### src/rtl/i2s_pkg.sv
// Shared types and elaboration-time parameter checks for the I2S capture block.
package i2s_pkg;

  // Serializer state: IDLE waits for a staged frame, SEND drains it byte by byte.
  typedef enum logic {
    IDLE = 1'b0,
    SEND = 1'b1
  } ser_state_t;

  // True when the parameter set describes a buildable capture block.
  function automatic bit params_legal(
    input int unsigned clk_div,
    input int unsigned slot_bits,
    input int unsigned data_size,
    input int unsigned reduce_factor,
    input int unsigned channels,
    input int unsigned decimate
  );
    bit ok;
    ok = 1'b1;
    if (clk_div < 4 || (clk_div % 2) != 0) ok = 1'b0;
    if (slot_bits < 8) ok = 1'b0;
    if (data_size < 8 || data_size > slot_bits) ok = 1'b0;
    if (reduce_factor < 1 || reduce_factor > data_size / 8) ok = 1'b0;
    if (channels != 1 && channels != 2) ok = 1'b0;
    if (decimate < 1) ok = 1'b0;
    return ok;
  endfunction

endpackage

### src/rtl/i2s_clkgen.sv
// I2S master timing: bit-clock divider, frame bit counter, word select and
// the one-cycle rise strobe used by the capture logic.
module i2s_clkgen #(
  parameter int unsigned CLK_DIV   = 16,
  parameter int unsigned SLOT_BITS = 32,
  parameter int unsigned CNT_W     = $clog2(2 * SLOT_BITS)
) (
  input  logic             clk,
  input  logic             rst,
  input  logic             run,
  output logic             i2s_clk,
  output logic             i2s_ws,
  output logic             rise,
  output logic [CNT_W-1:0] bit_cnt
);

  localparam int unsigned HALF  = CLK_DIV / 2;
  localparam int unsigned DIV_W = (HALF > 1) ? $clog2(HALF) : 1;

  localparam logic [DIV_W-1:0] DIV_LAST = DIV_W'(HALF - 1);
  localparam logic [CNT_W-1:0] BIT_LAST = CNT_W'(2 * SLOT_BITS - 1);
  localparam logic [CNT_W-1:0] WS_FIRST = CNT_W'(SLOT_BITS - 1);
  localparam logic [CNT_W-1:0] WS_LAST  = CNT_W'(2 * SLOT_BITS - 2);

  logic [DIV_W-1:0] div_cnt;
  logic             tick;
  logic             fall;
  logic [CNT_W-1:0] bit_nx;
  logic             ws_nx;

  // Half-period tick, edge strobes and the next bit position with its WS decode.
  always_comb begin
    tick   = run && (div_cnt == DIV_LAST);
    rise   = tick && !i2s_clk;
    fall   = tick && i2s_clk;
    bit_nx = (bit_cnt == BIT_LAST) ? '0 : bit_cnt + CNT_W'(1);
    ws_nx  = (bit_nx >= WS_FIRST) && (bit_nx <= WS_LAST);
  end

  // Divider and bit clock; everything returns to zero while not running.
  always_ff @(posedge clk or negedge rst) begin
    if (!rst) begin
      div_cnt <= '0;
      i2s_clk <= 1'b0;
    end else if (!run) begin
      div_cnt <= '0;
      i2s_clk <= 1'b0;
    end else if (tick) begin
      div_cnt <= '0;
      i2s_clk <= ~i2s_clk;
    end else begin
      div_cnt <= div_cnt + DIV_W'(1);
    end
  end

  // Bit position and word select advance together on the falling bit-clock edge.
  always_ff @(posedge clk or negedge rst) begin
    if (!rst) begin
      bit_cnt <= '0;
      i2s_ws  <= 1'b0;
    end else if (!run) begin
      bit_cnt <= '0;
      i2s_ws  <= 1'b0;
    end else if (fall) begin
      bit_cnt <= bit_nx;
      i2s_ws  <= ws_nx;
    end
  end

endmodule

### src/rtl/i2s_capture.sv
// I2S master receiver: captures left/right samples, keeps the top bytes of
// each, optionally decimates frames, and streams them out with ready/valid.
module i2s_capture
  import i2s_pkg::*;
#(
  parameter int unsigned CLK_DIV       = 16,
  parameter int unsigned SLOT_BITS     = 32,
  parameter int unsigned DATA_SIZE     = 24,
  parameter int unsigned REDUCE_FACTOR = 2,
  parameter int unsigned CHANNELS      = 2,
  parameter int unsigned DECIMATE      = 1
) (
  input  logic        clk,
  input  logic        rst,
  input  logic        enable,
  output logic        i2s_clk,
  output logic        i2s_ws,
  input  logic        i2s_sd,
  output logic [7:0]  out_data,
  output logic        out_valid,
  input  logic        out_ready,
  output logic        out_last,
  output logic [15:0] overflow_count
);

  localparam int unsigned CNT_W  = $clog2(2 * SLOT_BITS);
  localparam int unsigned NBYTES = CHANNELS * REDUCE_FACTOR;
  localparam int unsigned NB8    = NBYTES * 8;
  localparam int unsigned IDX_W  = (NBYTES > 1) ? $clog2(NBYTES) : 1;
  localparam int unsigned DEC_W  = (DECIMATE > 1) ? $clog2(DECIMATE) : 1;

  localparam logic [CNT_W-1:0] BIT_LAST    = CNT_W'(2 * SLOT_BITS - 1);
  localparam logic [CNT_W-1:0] LEFT_LAST   = CNT_W'(DATA_SIZE - 1);
  localparam logic [CNT_W-1:0] RIGHT_FIRST = CNT_W'(SLOT_BITS);
  localparam logic [CNT_W-1:0] RIGHT_LAST  = CNT_W'(SLOT_BITS + DATA_SIZE - 1);
  localparam logic [IDX_W-1:0] IDX_LAST    = IDX_W'(NBYTES - 1);
  localparam logic [DEC_W-1:0] DEC_LAST    = DEC_W'(DECIMATE - 1);

  if (!params_legal(CLK_DIV, SLOT_BITS, DATA_SIZE, REDUCE_FACTOR, CHANNELS, DECIMATE)) begin : g_param_check
    $error("i2s_capture: illegal parameter combination");
  end

  logic                 running;
  logic                 rise;
  logic [CNT_W-1:0]     bit_cnt;
  logic [DATA_SIZE-1:0] left_sh;
  logic [DATA_SIZE-1:0] right_sh;
  logic [DATA_SIZE-1:0] left_nx;
  logic [DATA_SIZE-1:0] right_nx;
  logic                 complete;
  logic                 accept;
  logic                 load;
  logic                 drop;
  logic [DEC_W-1:0]     decim_cnt;
  logic [NB8-1:0]       stage_nx;
  logic [7:0]           stage [NBYTES];
  logic [IDX_W-1:0]     idx;
  ser_state_t           state;
  ser_state_t           state_nx;

  i2s_clkgen #(
    .CLK_DIV   (CLK_DIV),
    .SLOT_BITS (SLOT_BITS),
    .CNT_W     (CNT_W)
  ) u_clkgen (
    .clk     (clk),
    .rst     (rst),
    .run     (running),
    .i2s_clk (i2s_clk),
    .i2s_ws  (i2s_ws),
    .rise    (rise),
    .bit_cnt (bit_cnt)
  );

  // Next shift-register contents; the load uses these so a data bit sampled
  // on the completing strobe (DATA_SIZE == SLOT_BITS) is not lost.
  always_comb begin
    left_nx  = left_sh;
    right_nx = right_sh;
    if (rise) begin
      if (bit_cnt <= LEFT_LAST)
        left_nx = {left_sh[DATA_SIZE-2:0], i2s_sd};
      if (bit_cnt >= RIGHT_FIRST && bit_cnt <= RIGHT_LAST)
        right_nx = {right_sh[DATA_SIZE-2:0], i2s_sd};
    end
  end

  // Frame completion, decimation gate and the load/drop decision.
  always_comb begin
    complete = rise && (bit_cnt == BIT_LAST);
    accept   = complete && (decim_cnt == '0);
    load     = accept && (state == IDLE);
    drop     = accept && (state == SEND);
  end

  // Staging image: top REDUCE_FACTOR bytes of each sample, MSB byte first, left then right.
  for (genvar g = 0; g < REDUCE_FACTOR; g++) begin : g_left_bytes
    assign stage_nx[NB8-1-8*g -: 8] = left_nx[DATA_SIZE-1-8*g -: 8];
  end
  if (CHANNELS == 2) begin : g_right
    for (genvar g = 0; g < REDUCE_FACTOR; g++) begin : g_right_bytes
      assign stage_nx[NB8-1-8*(REDUCE_FACTOR+g) -: 8] = right_nx[DATA_SIZE-1-8*g -: 8];
    end
  end

  // Run control, sample shifting and frame decimation counter.
  always_ff @(posedge clk or negedge rst) begin
    if (!rst) begin
      running   <= 1'b0;
      left_sh   <= '0;
      right_sh  <= '0;
      decim_cnt <= '0;
    end else begin
      left_sh  <= left_nx;
      right_sh <= right_nx;
      if (!running) begin
        decim_cnt <= '0;
        if (enable)
          running <= 1'b1;
      end else if (complete) begin
        decim_cnt <= (decim_cnt == DEC_LAST) ? '0 : decim_cnt + DEC_W'(1);
        if (!enable)
          running <= 1'b0;
      end
    end
  end

  // Staging buffer is written only on a load, so a dropped frame leaves it intact.
  always_ff @(posedge clk or negedge rst) begin
    if (!rst) begin
      for (int unsigned i = 0; i < NBYTES; i++)
        stage[i] <= '0;
    end else if (load) begin
      for (int unsigned i = 0; i < NBYTES; i++)
        stage[i] <= stage_nx[NB8-1-8*i -: 8];
    end
  end

  // Byte index walks the staging buffer as bytes are accepted.
  always_ff @(posedge clk or negedge rst) begin
    if (!rst)
      idx <= '0;
    else if (load)
      idx <= '0;
    else if (state == SEND && out_ready)
      idx <= (idx == IDX_LAST) ? '0 : idx + IDX_W'(1);
  end

  // Serializer state register.
  always_ff @(posedge clk or negedge rst) begin
    if (!rst)
      state <= IDLE;
    else
      state <= state_nx;
  end

  // Serializer next-state logic.
  always_comb begin
    state_nx = state;
    case (state)
      IDLE: if (load) state_nx = SEND;
      SEND: if (out_ready && idx == IDX_LAST) state_nx = IDLE;
      default: state_nx = IDLE;
    endcase
  end

  // Serializer outputs, all zero outside SEND.
  always_comb begin
    out_valid = 1'b0;
    out_data  = '0;
    out_last  = 1'b0;
    if (state == SEND) begin
      out_valid = 1'b1;
      out_data  = stage[idx];
      out_last  = (idx == IDX_LAST);
    end
  end

  // Saturating count of frames dropped because the serializer was busy.
  always_ff @(posedge clk or negedge rst) begin
    if (!rst)
      overflow_count <= '0;
    else if (drop && overflow_count != '1)
      overflow_count <= overflow_count + 16'd1;
  end

endmodule

### config.mk
export PLATFORM = sky130hd
export DESIGN_NAME = i2s_capture
export DESIGN_NICKNAME = d
export VERILOG_FILES = /design/src/rtl/i2s_pkg.sv /design/src/rtl/i2s_clkgen.sv /design/src/rtl/i2s_capture.sv
export SDC_FILE = /design/constraint.sdc
export NUM_CORES = 1
export LEC_CHECK = 0
export CAP_MARGIN = 20
export CORE_AREA = 2 2 142 144
export CTS_CLUSTER_DIAMETER = 150
export DETAILED_ROUTE_END_ITERATION = 6
export DIE_AREA = 0 0 144 146
export GPL_TIMING_DRIVEN = 0
export SLEW_MARGIN = 30
export SYNTH_ARGS = -nofsm -noshare
export SYNTH_HDL_FRONTEND = slang
export SYNTH_HIERARCHICAL = 1
export SYNTH_SLANG_ARGS = --single-unit
### constraint.sdc
create_clock -name clk -period 6.9 [get_ports clk]
set_input_delay 1.38 -clock clk [delete_from_list [all_inputs] [get_ports clk]]
set_output_delay 1.38 -clock clk [all_outputs]
set_load 0.02 [all_outputs]
==> results.yml <==
worst_setup_path:
  worstPathArrival_ns: 2.29
  cp-start-kind: "register"
  r2r-start: "u_clkgen/div_cnt[0]$_DFF_PN0_"
  max_stage_delay_ns: 0.54
  worstPathRequired_ns: 5.52
  critPathCaptureType: "primary output"
  critPathMaxFanout: 10
  cp-startpoint: "idx[0]$_DFFE_PN0P_"
  cpMaxStageDelayCell: "mux4_2"
  path_cells: "buf_2 -> mux4_2 -> and2_1 -> clkdlybuf4s50_1"
  crit_type: "register to primary output"
  critPathBufInv: 2
  path_delay_family: "buffers and inverters"
outcome:
  status: "completed"
drt:
  dr.first_iter.drc_count: 142
  routed_wl_mm: 8.78
  drtAntennaViolNets: 0
  wl_per_cell_um: 13.3
  dr.pass1.iters: 5
  drc: 0
  via_count: 2851
  viasPerCell: 4.32
clock_tree:
  cts_root_buffer: "clkbuf_16"
  postCtsSetupRepairBufs: 0
  clock_sinks: 111
  cts_tree: "done"
  cts_made_buffers: 9
  ctsResizeCount: 0
  clockBufferDepth: 2
  ctsHtreeMaxLevel: 3
  clkLatencyLatePin_ns: 0.35
  cts_hold_buf: 0
  path_clk_slew_ns: 0.08
yosys:
  synth_top_area_share_pct: 57.6
  syn_nets: 358
  synth-adder-area-share_pct: 1.82
  ys_seq_area_share_pct: 57.6
  synth_edf_count: 0
  synth_area_leaders: "dfrtp_1, mux2_2, mux4_2"
  yosys_warnings: 6
  ys.flop_type: "dfrtp_1"
  synth_area_mm2: 0.00482
  synthMostInstantiatedCell: "dfrtp_1"
  synthSimpleGateAreaFrac_pct: 10.5
  ys_types: 41
  muxShareOfSynthArea_pct: 22.7
  synth_compound_area_share_pct: 2.73
  synth.ff_latch_count: 111
  yosysTopAreaCell: "dfrtp_1"
  synthXorXnorAreaFrac_pct: 3.09
  ys_async_sr_fraction_pct: 100
  ys_top_cells_by_count: "dfrtp_1, mux2_2, nand2_1"
  syn_area_per_cell_um2: 13.9
  syn_inst: 346
  synth_top_family_by_area: "multiplexers"
floorplan:
  pin_count: 33
  die-height_um: 146
  fp.dieW_um: 144
  row_count: 51
  core-area_mm2: 0.0193
  dieArea_mm2: 0.0210
  start_util_pct: 24.9
finish:
  antenna_cells: 0
  area_delta_synth_final_pct: 19.9
  final_core_util_pct: 29.9
  drive_above_1_share_pct: 32.2
  nNetsFinal: 402
  fillers: 1946
worst_hold_path:
  timing.hold.worst.class: "register to register"
  worstHoldStart: "u_clkgen/div_cnt[0]$_DFF_PN0_"
global_routing:
  antenna_found_initial: 0
  grt_usage_pct: 8.94
  grt_overflow: 0
  first_global_vias: 2996
  grt_pass1_wl_mm: 14.7
  grt_max_degree: 69
timing:
  post-route-period-util_pct: 53.2
  finalSetupTns_ns: 0
  rsz0062_at_grt: "false"
  finalHoldViolations: 0
  worst_clock_skew_ns: 0.00996
  max_slew.worst_pin.slew_ns: 0.810
  slew_headroom_pct: 45.5
  setup_viol: 0
  period_needed_ns: 3.67
  maxSlewViolCount: 0
  fmax_mhz: 272
  setup_ws_ns: 3.23
  whs_ns: 0.457
place:
  place_ws_ns: 3.56
  port_buffers: 32
  dp_hpwl_mm: 6.30
  place.gp.congestion: 0.824
power:
  p_switching_uw: 255
  p_total_mw: 1.17
  p_sw_share_pct: 21.8
  power_frac_clock_pct: 42.8
  p_comb_share_pct: 1.5
  cellInternalPower_uw: 915
  pwr_density_cell_mw_per_mm2: 202
  peakVddDrop_mv: 0.0998
  seq_power_share_pct: 55.7
  p_leak_nw: 2.75
flow_run:
  cap_viol_max_count: 0
## metrics by stage
| step | std cells | cell area, µm² |
|---|---|---|
| after floorplan | 346 | 4820 |
| after global placement | 643 | 5470 |
| after detailed placement | 644 | 5490 |
| after CTS | 660 | 5780 |
| after global routing | 660 | 5780 |
| final | 660 | 5780 |
## path summary, 6_finish.rpt
path	end	slack, ns	cells past startpoint
max in group asynchronous	right_sh[15]$_DFF_PN0_	5.22	2
hold / removal	u_clkgen/div_cnt[0]$_DFF_PN0_	0.46	1
min in group asynchronous	u_clkgen/bit_cnt[0]$_DFFE_PN0P_	1.02	1
setup reg to reg	stage[1]$_DFFE_PN0P_	4.11	9
setup / recovery	out_data[7]	3.23	4
hold reg to reg	u_clkgen/div_cnt[0]$_DFF_PN0_	0.46	1
## flip-flops by register name, indices dropped and copies added, names as in the netlist
name              cells
u_clkgen/bit_cnt      6
running               1
state                 1
u_clkgen/div_cnt      3
idx                   2
left_sh              24
u_clkgen/i2s_ws       1
right_sh             24
overflow_count       16
u_clkgen/i2s_clk      1
stage                32
## per-layer routing
layer	wire length [µm]	up-vias	GRT usage (%)
met3	346	9	2.90
met2	4210	39	14.2
met5	0	-	0
met4	115	0	2.79
li1	-	1338	-
met1	4110	1465	11.6
## area by class of cell
class,count,area (µm²),area share [%]
Buffer,14,66.3,1.15
Timing Repair Buffer,33,342,5.91
Clock inverter,6,48.8,0.844
Tap cell,265,332,5.74
Inverter,2,7.51,0.130
Sequential cell,111,2780,48.1
Clock buffer,10,239,4.13
Multi-Input combinational cell,219,1970,34.0
## cell usage in the layout, fill, tap and decap left out, drive strengths merged, types with 2 or more instances in the layout
| cell | Yosys | layout |
|---|---|---|
| a21oi | 5 | 5 |
| and3 | 4 | 4 |
| or3 | 3 | 3 |
| and4bb | 3 | 3 |
| clkinv | 0 | 3 |
| and3b | 3 | 3 |
| o21ai | 8 | 8 |
| inv | 2 | 5 |
| nand2 | 18 | 18 |
| dfrtp | 111 | 111 |
| nand3 | 13 | 13 |
| mux2 | 81 | 81 |
| nor3 | 7 | 7 |
| nor4 | 2 | 2 |
| clkdlybuf4s50 | 0 | 31 |
| buf | 10 | 12 |
| nor2 | 4 | 4 |
| ha | 7 | 7 |
| xnor2 | 7 | 7 |
| mux4 | 8 | 8 |
| clkbuf | 4 | 14 |
| nand4 | 7 | 7 |
| a31oi | 3 | 3 |
| xor2 | 10 | 10 |
| and2 | 14 | 14 |
## logic make-up after synthesis
group                      Yosys count
AOI/OAI and AO/OA                   22
xor gates and xnor gates            17
adders and majority gates            7
buffers and inverters               16
DFF                                111
muxes                               89
and+or+nand+nor                     84
## power by group through the flow
stage	registers [mW]	clock network (mW)	logic, mW
3_5_place_dp	0.665	0	0.0185
3_3_place_gp	0.665	0	0.0163
2_1_floorplan	0.665	0	0.00113
4_1_cts	0.652	0.519	0.0185
5_1_grt	0.652	0.543	0.0206
6_report	0.652	0.501	0.0171
No activity file was read; power rests on OpenSTA's default activity.
